==> src/rtl/sent_tx_frame_builder.sv <==
// sent_tx_frame_builder
// Captures the two fast-channel words and packs them into six data nibbles
// according to fmt. The CRC-4 is computed serially, one nibble per clock, and
// the finished 8-nibble SENT frame is presented over a valid/ready handshake.
// Optional build macro: SENT_CRC_AUGMENT_EN. When it is defined, one zero
// nibble is appended to the CRC (recommended method). When it is undefined,
// the CRC covers D1..D6 only (legacy method).

module sent_tx_frame_builder #(
    parameter logic [3:0] CRC_SEED = 4'b0101
) (
    input  logic        clk,
    input  logic        reset,
    input  logic [1:0]  fmt,
    input  logic [15:0] data_f1,
    input  logic [11:0] data_f2,
    input  logic        done_f1,
    input  logic        done_f2,
    input  logic [3:0]  status_nibble,
    output logic        frame_valid,
    input  logic        frame_ready,
    output logic [31:0] frame_nibbles,
    output logic        busy,
    output logic        overrun_f1,
    output logic        overrun_f2
);

`ifdef SENT_CRC_AUGMENT_EN
    typedef enum logic [1:0] {
        S_IDLE    = 2'd0,
        S_CALC    = 2'd1,
        S_PRESENT = 2'd2,
        S_AUG     = 2'd3
    } state_t;
`else
    typedef enum logic [1:0] {
        S_IDLE    = 2'd0,
        S_CALC    = 2'd1,
        S_PRESENT = 2'd2
    } state_t;
`endif

    state_t      state, state_next;

    logic [15:0] hold_f1;
    logic [11:0] hold_f2;
    logic        hold_f1_valid, hold_f2_valid;

    logic [23:0] payload_in;    // payload packed from the holding registers
    logic [23:0] payload_r;     // payload of the frame in flight
    logic [23:0] shift_r;       // D1 sits in [23:20]; shifts left once per CALC step
    logic [3:0]  status_r;
    logic [3:0]  crc, crc_next;
    logic [2:0]  cnt;
    logic        consume;       // IDLE takes both holding registers this cycle
    logic        load_frame;    // final CRC is ready; publish the frame

    // Serial CRC-4 over one nibble, MSB first, polynomial x^4+x^3+x^2+1
    function automatic logic [3:0] crc_step(input logic [3:0] c, input logic [3:0] d);
        logic [3:0] r;
        logic       fb;
        r = c;
        for (int i = 3; i >= 0; i--) begin
            fb = r[3] ^ d[i];
            r  = {r[2:0], 1'b0} ^ (fb ? 4'hD : 4'h0);
        end
        return r;
    endfunction

    // Pack the held words per the format; the reserved code 11 behaves like 00
    always_comb begin
        case (fmt)
            2'b01:   payload_in = {hold_f1[13:0], hold_f2[9:0]};
            2'b10:   payload_in = {hold_f1[15:0], hold_f2[7:0]};
            default: payload_in = {hold_f1[11:0], hold_f2[11:0]};
        endcase
    end

    // State register
    always_ff @(posedge clk or posedge reset) begin
        if (reset) state <= S_IDLE;
        else       state <= state_next;
    end

    // Next-state logic, per-state CRC step, and frame publish strobe
    always_comb begin
        state_next = state;
        consume    = 1'b0;
        crc_next   = crc;
        load_frame = 1'b0;
        case (state)
            S_IDLE: begin
                if (hold_f1_valid && hold_f2_valid) begin
                    consume    = 1'b1;
                    state_next = S_CALC;
                end
            end
            S_CALC: begin
                crc_next = crc_step(crc, shift_r[23:20]);
                if (cnt == 3'd5) begin
`ifdef SENT_CRC_AUGMENT_EN
                    state_next = S_AUG;
`else
                    state_next = S_PRESENT;
                    load_frame = 1'b1;
`endif
                end
            end
`ifdef SENT_CRC_AUGMENT_EN
            S_AUG: begin
                crc_next   = crc_step(crc, 4'h0);
                state_next = S_PRESENT;
                load_frame = 1'b1;
            end
`endif
            S_PRESENT: begin
                if (frame_ready) state_next = S_IDLE;
            end
            default: state_next = S_IDLE;
        endcase
    end

    assign frame_valid = (state == S_PRESENT);
    assign busy        = (state != S_IDLE);

    // Holding registers: a new strobe always wins; overrun only if the old word was never taken
    always_ff @(posedge clk or posedge reset) begin
        if (reset) begin
            hold_f1       <= '0;
            hold_f2       <= '0;
            hold_f1_valid <= 1'b0;
            hold_f2_valid <= 1'b0;
            overrun_f1    <= 1'b0;
            overrun_f2    <= 1'b0;
        end else begin
            overrun_f1 <= done_f1 && hold_f1_valid && !consume;
            overrun_f2 <= done_f2 && hold_f2_valid && !consume;
            if (done_f1) begin
                hold_f1       <= data_f1;
                hold_f1_valid <= 1'b1;
            end else if (consume) begin
                hold_f1_valid <= 1'b0;
            end
            if (done_f2) begin
                hold_f2       <= data_f2;
                hold_f2_valid <= 1'b1;
            end else if (consume) begin
                hold_f2_valid <= 1'b0;
            end
        end
    end

    // Frame datapath: latch at load, step the CRC, publish when the last step completes
    always_ff @(posedge clk or posedge reset) begin
        if (reset) begin
            payload_r     <= '0;
            shift_r       <= '0;
            status_r      <= '0;
            crc           <= '0;
            cnt           <= '0;
            frame_nibbles <= '0;
        end else begin
            if (consume) begin
                payload_r <= payload_in;
                shift_r   <= payload_in;
                status_r  <= status_nibble;
                crc       <= CRC_SEED;
                cnt       <= 3'd0;
            end else begin
                crc <= crc_next;
                if (state == S_CALC) begin
                    shift_r <= {shift_r[19:0], 4'h0};
                    cnt     <= cnt + 3'd1;
                end
            end
            if (load_frame) frame_nibbles <= {status_r, payload_r, crc_next};
        end
    end

endmodule

==> config.mk <==
export PLATFORM = sky130hd
export DESIGN_NAME = sent_tx_frame_builder
export DESIGN_NICKNAME = d
export VERILOG_FILES = /design/src/rtl/sent_tx_frame_builder.sv
export SDC_FILE = /design/constraint.sdc
export NUM_CORES = 1
export LEC_CHECK = 0
export CAP_MARGIN = 5
export CORE_MARGIN = 8
export CORE_UTILIZATION = 55
export DETAILED_ROUTE_END_ITERATION = 12
export PLACE_DENSITY_LB_ADDON = 0.1
export SYNTH_ARGS = -nofsm -noshare
export SYNTH_HDL_FRONTEND = slang
export SYNTH_SLANG_ARGS = --single-unit
==> constraint.sdc <==
create_clock -name clk -period 13.45 [get_ports clk]
set_clock_uncertainty 0.15 [all_clocks]
set_input_delay 3.3625 -clock clk [delete_from_list [all_inputs] [get_ports clk]]
set_output_delay 3.3625 -clock clk [all_outputs]
set_load 0.1 [all_outputs]
# After elaboration in Yosys (flattened, before gate mapping)
# Index checks and enable logic that the tools add are counted.
# totals
inputBits	39
rom_bits	0
regBits	125
mem_bits_rw	0
latchBits	0
memories	0
# op_classes
eq_ne	8
shifts	0
reduce_logical	12
bitwise	8
n_addsub	1
n_div	0
order_cmp	0
n_mul	0
mux	22
# ops
cell	n
two-way mux 24 bit	2
case mux 24 bit (2 select lines)	1
two-way mux 4 bit	6
XOR 4 bit	4
nonzero test 2 bit	4
two-way mux 1 bit	7
two-way mux 2 bit	3
two-way mux 3 bit	2
case mux 2 bit (3 select lines)	1
logical AND 1 bit	5
== test 2 x 1 -> 1 bit (second input constant)	2
== test 2 bit (second input constant)	2
inequality test 2 bit (second input constant)	2
XOR 1 bit	4
adder 3 x 1 -> 3 bit (second input constant)	1
== test 3 bit (second input constant)	1
AND reduction 3 bit	1
logical NOT 2 bit	1
inequality test 2 x 1 -> 1 bit (second input constant)	1
logical NOT 1 bit	1

# Longest topological paths before layout
# logic_depth
word_depth	14
depth_mapped	8
ltp_nobuf	6

# Worst setup path before layout
# Ideal clock, no wire load.
# synth_path
kind	input-to-reg
startpoint	input port fmt[0]
endpoint	register payload_r[8]
required_time_ns	13.169
t_arrival_ns	4.381
setup_time_ns	0.131
cell_stages	5
setup_slack_ns	8.788
cell_sequence	inv_1 > ha_1 > or2_2 > a221oi_1 > nor2_1
# synth_via
elab_chain_len	2
elab_cells_between_ends	3
classes_between	eq/ne: 2; mux: 1
# synth_lines
element	line	text
start: declaration	14	input logic [1:0] fmt,
== test 2 bit or == test 2 x 1 -> 1 bit (tied branches)	72	case (fmt)
case mux 24 bit (2 select lines) *	72	
end signal: assignment	164	payload_r <= payload_in;
end: declaration	50	logic [23:0] payload_r;
# Every way passes the cells marked *; elsewhere a longest branch is shown, timed or not.
# A chain may end at the register's enable or synchronous reset.

# Final worst setup path
# layout_path
startpoint	register state[0]
endpoint	output port frame_valid
# layout_via
elab_chain_len	1
# layout_lines
element	line	text
start: declaration	43	state_t state, state_next;
start signal: assignment	82	else state <= state_next;
== test 2 bit	123	assign frame_valid = (state == S_PRESENT);
end: declaration	20	output logic frame_valid,
# No other way between the ends.

==> results_dict.tcl <==
set metrics [dict create \
    status "finished, final reports clean" \
    synth_top_family_by_area "multiplexers" \
    die_area_um2 12700 \
    clkTransAtPathRegs_ns 0.06 \
    power_density_nw_per_um2 286 \
    syn-instance-count 448 \
    worstHoldEndpoint "payload_r[0]" \
    yosysTopAreaCell "dfrtp_1" \
    r2r_setup_slack_ns 11.24 \
    holdPathStages 2 \
    hp-start "payload_r[0]" \
    p_seq_frac 0.321 \
    rr_startpoint "state[1]" \
    wire_per_inst_um 16.9 \
    synthesis.nets 491 \
    fill_cells 671 \
    max-slew-margin-rel 0.200 \
    cts_resized 0 \
    synth_edf_count 0 \
    io_pins 75 \
    die_w_um 113 \
    multi_input_area_um2 1880 \
    synth.area.mux_share 0.150 \
    synthSimpleGateAreaFrac 0.121 \
    overflow 0 \
    finalSetupViolations 0 \
    design_area_um2 6530 \
    core_um2 9150 \
    drc 0 \
    instances_no_fill 644 \
    grt_pass1_wl_um 18700 \
    gp_congestion 0.828 \
    critPathKind "reg2out" \
    drt_pass1_iterations 4 \
    dpl.hpwl_um 7210 \
    worstMarginPinSlew_ns 1.20 \
    synthAdderAreaFrac 0.00972 \
    dr.first_iter.drc_count 311 \
    end_kind "primary output" \
    p_total_mw 1.87 \
    crit_required_ns 9.94 \
    synth.distinct_cells 30 \
    max_freq_mhz 173 \
    ctsHoldBuffers 0 \
    insertedDiodeCount 0 \
    yosys.area_share.xor_xnor 0.0170 \
    leakage_nw 3.01 \
    clk_latency_ns 0.51 \
    synth_compound_area_frac 0.0685 \
    htree_levels 4 \
    reg2regPathDepth 4 \
    syn_to_final_growth_pct 26.7 \
    slew_violations 0 \
    synth_common_cells "dfrtp_1 (125), nand2_1 (124), mux2_2 (56)" \
    fin_nets 563 \
    via_per_inst 5.42 \
    ant_nets 0 \
    crit_path_start_kind "flip-flop" \
    syn_area_um2 5150 \
    cts_max_path_buffers 2 \
    place_area_um2 5930 \
    intPower_mw 1.04 \
    seqCellArea_um2 3130 \
    grt_setup_unrepaired "false" \
    finalCriticalPeriod_ns 5.77 \
    fin_crit_sh 0.429 \
    sw_frac_of_total 0.444 \
    grt_max_degree 82 \
    p_comb_frac 0.437 \
    synth-warning-count 0 \
    vias 3489 \
    cp.arrival_ns 2.26 \
    cts-root-buf "clkbuf_8" \
    synth.area.top_cells "dfrtp_1 (61%), mux2_2 (12%), nand2_1 (9.0%), o21ai_0 (3.7%), mux2i_1 (2.7%)" \
    fp-row-count 35 \
    drt_wl_total_um 10900 \
    cts-buffers-inserted 17 \
    antenna_found_initial 0 \
    post_cts_buffers 0 \
    grt.total_usage 0.184 \
    cts.sinks 125 \
    grt_pass1_vias 3791 \
    synth_top_area_frac 0.608 \
    port_buffers 74 \
    utilization 0.713 \
    initial_core_util 0.563 \
    ys_seq_area_frac 0.608 \
    drive_above_1_share 0.180 \
    dp_cells 612 \
    peakVddDrop_uv 258 \
    avgSynthCellArea_um2 11.5 \
    switchingPower_uw 829 \
    critPathMaxFanout 5 \
    regToRegEndpoint "cnt[0]" \
    async_flop_share 1.00 \
    min_path_type "reg2reg" \
    maxCapViolCount 0 \
    die_h_um 113 \
    tritoncts "yes" \
    synth-seq-cells 125 \
    p_clk_frac 0.242 \
    yosys.cell_count.top_type "dfrtp_1" \
    final_hold_viol_count 0 \
    synth_ff_type "dfrtp_1" \
    tns_ns 0 \
]
==> flip-flops by register name, summed over array words and instances, names as in the netlist, 2 cells and up <==
register and count:
frame_nibbles 32, payload_r 24, shift_r 24, hold_f1 16, hold_f2 12, crc 4, status_r 4, cnt 3
state 2
==> worst max-delay path, stage by stage, from the launching register on <==
cell	delay, ns
dfrtp_1	0.41
nand2b_1	0.16
inv_1	0.05
clkdlybuf4s50_1	1.13
==> power groups by stage <==
| stage | clock network, mW | registers [mW] | logic [mW] |
|---|---|---|---|
| floorplan | 0 | 0.898 | 0.334 |
| global placement | 0 | 0.598 | 0.804 |
| detailed placement | 0 | 0.604 | 0.819 |
| CTS | 0.461 | 0.601 | 0.827 |
| global route | 0.477 | 0.617 | 0.878 |
| finish | 0.452 | 0.600 | 0.816 |
==> cells by family (layout without fill, tap and decap cells) <==
| group | Yosys count | count (layout) |
|---|---|---|
| flops | 125 | 125 |
| fa+ha+maj | 4 | 4 |
| mux | 70 | 70 |
| compound gates | 60 | 60 |
| simple gates | 150 | 150 |
| xor+xnor | 10 | 10 |
| buf+inv | 29 | 114 |
==> placed cells by master, fill, tap and decap left out, types with 2 or more instances in the layout <==
master,count
a31oi_1,2
mux2_2,56
clkinvlp_4,2
a221oi_1,2
bufinv_16,2
nand2b_1,2
and3_1,2
a21o_1,2
buf_4,2
nor2_1,8
clkbuf_16,16
ha_1,4
nand3_1,7
dfrtp_1,125
clkbuf_8,3
nand2_1,124
clkinv_4,5
mux2i_1,14
o21ai_0,38
a22oi_1,14
clkdlybuf4s50_1,74
inv_1,5
inv_6,4
xnor2_1,9
==> worst max-delay path by stage <==
stage,start,to,slack (ns),cells past startpoint
global route,state[0],frame_valid,7.61,3
floorplan,reset,cnt[0],6.61,1
finish,state[0],frame_valid,7.68,3
CTS,state[0],frame_valid,7.65,3
detailed placement,fmt[0],payload_r[9],7.84,6
global placement,fmt[0],payload_r[9],7.88,6
==> routing by layer <==
metal  vias up  wire length, µm  global-route usage
li1       1662                -                   -
met1      1722             4920               0.236
met2        93             5210               0.286
met3        12              629              0.0580
met4         0              105              0.0710
met5         -                0                   0
==> area by class of cell <==
type / instances / area share
clock buffers: 19 / 0.0677
clock inverters: 13 / 0.0236
inverters: 6 / 0.00384
multi-input cells: 294 / 0.288
flip-flops and latches: 125 / 0.479
well taps: 111 / 0.0213
repair buffers: 76 / 0.116
==> through the flow <==
stage	hold WS (ns)	worst slack, ns
after CTS	0.329	7.65
after detailed placement	0.314	7.84
after floorplan	0.292	6.61
after global placement	0.303	7.88
final	0.322	7.68
after global routing	0.359	7.61
No activity file was read; power rests on OpenSTA's default activity.
==> RTL edit 1, RTL diff (same flow settings) <==
Add a define of `SENT_CRC_AUGMENT_EN`.
--- a/src/rtl/sent_tx_frame_builder.sv
+++ b/src/rtl/sent_tx_frame_builder.sv
@@ -6,4 +6,6 @@
 // nibble is appended to the CRC (recommended method). When it is undefined,
 // the CRC covers D1..D6 only (legacy method).
+
+`define SENT_CRC_AUGMENT_EN
 
 module sent_tx_frame_builder #(
Behaviour: not the same (a bounded check fails within 10 cycles, from zero or initial values and one cycle with reset high).
==> RTL edit 1 against the unedited design <==
Via count grew 2.1%. Die area grew 2.6%. Routed wire length grew 0.35%. Sequential cell count is the same. Register-to-register slack lost 0.51 ns. Synthesized area grew 3.1%. Final area grew 1.8%. Worst setup slack lost 0.23 ns. Critical path type unchanged. Largest cell class unchanged.
Power is left out: the tool's default activity adds up to more than one toggle a clock period on the data nets, which glitch-free logic cannot reach.
==> RTL edit 1: results (changes against the unedited design) <==
** Route
- The violation count after the first detailed-route iteration is 213 (was 311).
- Total Wirelength :: 10.9 mm (about the same)
- The post-detailed-route wirelength per cell came to 16.5 µm (was 16.9 µm).
- The routed via count is 3,563 (was 3,489).

** Layout
- The share of post-route cells with drive strength above 1 was 19.9% (was 18.0%).
- The final net count came to 558 (was 563).

** Clocking
- Clock-pin slew on the worst setup and hold paths :: 0.06 ns (about the same)
- The latest clock arrival within the worst-skew pair was 0.51 ns (about the same).

** Status
- Status: finished, final reports clean (unchanged).

** Synthesis
- Synthesized netlist cell count :: 449 (was 448)
- Most numerous cell types in the synthesized netlist: sky130_fd_sc_hd__dfrtp_1 (125), sky130_fd_sc_hd__mux2_2 (56), sky130_fd_sc_hd__nand2_1 (53), sky130_fd_sc_hd__a21oi_1 (35), sky130_fd_sc_hd__nor2_1 (31) (was sky130_fd_sc_hd__dfrtp_1 (125), sky130_fd_sc_hd__nand2_1 (124), sky130_fd_sc_hd__mux2_2 (56), sky130_fd_sc_hd__o21ai_0 (38)).
- Top area cells in the synthesized netlist :: sky130_fd_sc_hd__dfrtp_1 (59%), sky130_fd_sc_hd__mux2_2 (12%), sky130_fd_sc_hd__nand2_1 (3.7%), sky130_fd_sc_hd__a21oi_1 (3.3%), sky130_fd_sc_hd__a21o_1 (2.4%) (was sky130_fd_sc_hd__dfrtp_1 (61%), sky130_fd_sc_hd__mux2_2 (12%), sky130_fd_sc_hd__nand2_1 (9.0%), sky130_fd_sc_hd__o21ai_0 (3.7%), sky130_fd_sc_hd__mux2i_1 (2.7%))
- The number of distinct library cells after synthesis was 36 (was 30).
- The share of synthesized area occupied by flip-flops and latches came to 58.9% (was 60.8%).
- The synthesized netlist net count was 492 (was 491).
- Yosys Warn Count :: 0 (unchanged)

** Timing
- The worst hold slack is 0.326 ns (was 0.322 ns).
- Final period demand of the worst path :: 6.00 ns (was 5.77 ns)
- The worst-margin pin slew came to 0.999 ns (was 1.20 ns).

** Placed design
- Routability congestion estimate from global placement :: 0.814 (was 0.828)
- Worst Setup Slack post-DPL :: 7.79 ns (was 7.84 ns)
- DP Cell Count :: 629 (was 612)
- Half-perimeter wire length after detailed placement :: 7.13 mm (was 7.21 mm)

** Worst setup path
- The worst reg-to-reg setup slack is 10.73 ns (was 11.24 ns).
- The maximum fanout along the worst path is 15 (was 5).
- Worst endpoint data arrival time :: 2.48 ns (was 2.26 ns)

** GRT
- The number of global-route vias before repair was 3,782 (was 3,791).
- The global-route total usage across every layer came to 18.2% (was 18.4%).
- First-pass GRT wire length :: 18.8 mm (was 18.7 mm)
-- RTL edit 1: cell types whose count changed in the layout (fill, tap and decap cells not counted), moves of 13 or more --
cell,delta
sky130_fd_sc_hd__nand2_1,-71
sky130_fd_sc_hd__nor2_1,+23
sky130_fd_sc_hd__o21ai_0,-22
sky130_fd_sc_hd__a21o_1,+15
sky130_fd_sc_hd__mux2i_1,-13
sky130_fd_sc_hd__a22oi_1,-13
sky130_fd_sc_hd__nor2b_1,+13
sky130_fd_sc_hd__a21oi_1,+34
-- RTL edit 1: per-layer routing --
| layer | part of all wire [%] | vias to the layer above | track usage (%) | wire length (µm) |
|---|---|---|---|---|
| met5 | 0 | - | 0 | 0 |
| met4 | 1.1 | 0 | 6.03 | 116 |
| met3 | 4.8 | 12 | 5.43 | 528 |
| met2 | 48 | 75 | 28.8 | 5220 |
| met1 | 46 | 1793 | 23.3 | 5040 |
| li1 | - | 1683 | - | - |
-- RTL edit 1: worst paths after layout --
| check | start | endpoint | depth (start not counted) |
|---|---|---|---|
| hold reg to reg | payload_r[0] | payload_r[0] | 2 |
| min in group asynchronous | reset | frame_nibbles[14] | 2 |
| setup reg to reg | state[0] | shift_r[20] | 4 |
| hold / removal | payload_r[0] | payload_r[0] | 2 |
| max in group asynchronous | reset | shift_r[9] | 3 |
| setup / recovery | state[0] | busy | 2 |
-- RTL edit 1: kinds of logic after synthesis --
family                   synth area share (%)
AND/OR/NAND/NOR                          11.7
flip-flops                               58.9
AO/OA/AOI/OAI                            9.97
multiplexers                             12.1
buffers and inverters                    3.47
XOR/XNOR                                 2.88
adder cells (fa/ha/maj)                 0.943
-- RTL edit 1: area by class of cell --
cell class | count | area, µm²
timing repair buffer | 75 | 748
tap | 133 | 166
inverter | 8 | 32.5
clock buffer | 17 | 414
sequential | 125 | 3130
multi-input combinational | 288 | 2010
fill | 760 | 2910
clock inverter | 15 | 141
-- RTL edit 1: per-stage QoR --
stage	utilization (%)	instance area [µm²]
6_report	69.5	6640
5_1_grt	69.5	6640
4_1_cts	69.5	6640
3_5_place_dp	63.7	6090
3_3_place_gp	63.7	6090
2_1_floorplan	-	5310
-- RTL edit 1: worst min-delay path: cells and delay by family, from the launching register on --
kind,cells,cell delay [ns]
flip-flops,1,0.34
AND/OR/NAND/NOR,2,0.10
==> RTL edit 2, RTL diff (config.mk and constraints unchanged) <==
Made on the original files. The 3 states of `state_t` get a one-hot encoding in 3 bits.
--- a/src/rtl/sent_tx_frame_builder.sv
+++ b/src/rtl/sent_tx_frame_builder.sv
@@ -34,8 +34,8 @@
     } state_t;
 `else
-    typedef enum logic [1:0] {
-        S_IDLE    = 2'd0,
-        S_CALC    = 2'd1,
-        S_PRESENT = 2'd2
+    typedef enum logic [2:0] {
+        S_IDLE    = 3'b001,
+        S_CALC    = 3'b010,
+        S_PRESENT = 3'b100
     } state_t;
 `endif
Function: same outputs for any inputs over 4 cycles, from zero or initial values and one cycle with reset high; so few cycles prove little.
==> RTL edit 2 against the unedited design <==
Sequential cell count grew 1. Utilization shrank 1.2 points. Final area grew 3.0%. Total power shrank 19%. Synthesized area grew 3.7%. Worst setup slack lost 0.44 ns. Die area grew 3.2%. Routed wire length grew 1.9%.
==> RTL edit 2: results (changes against the unedited design) <==
** GRT
- First-pass GRT wire length :: 19.0 mm (was 18.7 mm)
- The global routing usage on met1 came to 24.2% (was 23.6%).
- The number of global-route vias before repair came to 3,679 (was 3,791).

** Layout
- Number of multi-input combinational cells :: 229 (was 294)
- The number of signal-net buffers in the layout came to 77 (was 76).
- Area used by multi-input combinational logic :: 2030 µm² (was 1880 µm²)
- The share of post-route cells with drive strength above 1 is 22.3% (was 18.0%).
- Number of clock buffers in the layout :: 24 (was 19)
- The end-of-flow core utilization came to 70.1% (was 71.3%).
- Clock tree cell share of total cell area :: 8.63% (was 9.13%)

** Route
- The routed length on met3 came to 554 µm (was 629 µm).
- Total Wirelength :: 11.1 mm (was 10.9 mm)
- Count of routing violations after the opening detailed-route iteration :: 243 (was 311)
- Via total after detailed routing :: 3,339 (was 3,489)

** Pwr
- Leakage :: 3.09 nW (was 3.01 nW)
- Largest voltage drop on the vdd net :: 0.128 mV (was 0.258 mV)
- The switching power total came to 0.522 mW (was 0.829 mW).

** Placed design
- Placed cell area :: 6140 µm² (was 5930 µm²)

** Timing
- Least-Margin Pin Slew :: 1.12 ns (was 1.20 ns)

** Status
- Status :: finished, final reports clean (unchanged)

** Hold path
- The number of cells traversed by the worst hold path came to 1 (was 2).

** Worst setup path
- The last element of the critical path is busy (was frame_valid).
- Highest fanout seen on the critical path :: 16 (was 5)
- The launch point of the critical path is state[0] (unchanged).
- Terminus of the critical flop-to-flop path :: frame_nibbles[16] (was cnt[0])

** Synthesis
- The synthesized netlist net count came to 431 (was 491).
- Most numerous cell types in the synthesized netlist: sky130_fd_sc_hd__dfrtp_1 (125), sky130_fd_sc_hd__mux2_2 (66), sky130_fd_sc_hd__o21ai_0 (43), sky130_fd_sc_hd__mux2i_1 (32), sky130_fd_sc_hd__a221o_1 (18) (was sky130_fd_sc_hd__dfrtp_1 (125), sky130_fd_sc_hd__nand2_1 (124), sky130_fd_sc_hd__mux2_2 (56), sky130_fd_sc_hd__o21ai_0 (38)).
- The share of synthesized area occupied by flip-flops and latches is 59.1% (was 60.8%).
RTL edit 2: cell types whose count changed in the layout (fill, tap and decap cells not counted), sizes merged, moves of 6 or more:
cell / change
mux2i: +18
a22oi: -14
nand3: -8
a21oi: +7
o21ai: +6
mux2: +16
nand2: -118
a221o: +18
RTL edit 2: logic make-up after synthesis:
group	Yosys count	share of synthesized area (%)
buffers and inverters	33	2.97
XOR/XNOR	8	1.83
adder cells (fa/ha/maj)	4	0.937
AO/OA/AOI/OAI	86	10.7
AND/OR/NAND/NOR	27	3.37
multiplexers	104	21.2
flip-flops	126	59.1
RTL edit 2: power groups by stage:
stage / logic [mW] / registers, mW / clock network [mW]
after detailed placement: 0.508 / 0.572 / 0
after global routing: 0.553 / 0.580 / 0.472
after global placement: 0.496 / 0.568 / 0
after floorplan: 0.345 / 0.614 / 0
after CTS: 0.513 / 0.567 / 0.452
final: 0.507 / 0.567 / 0.446
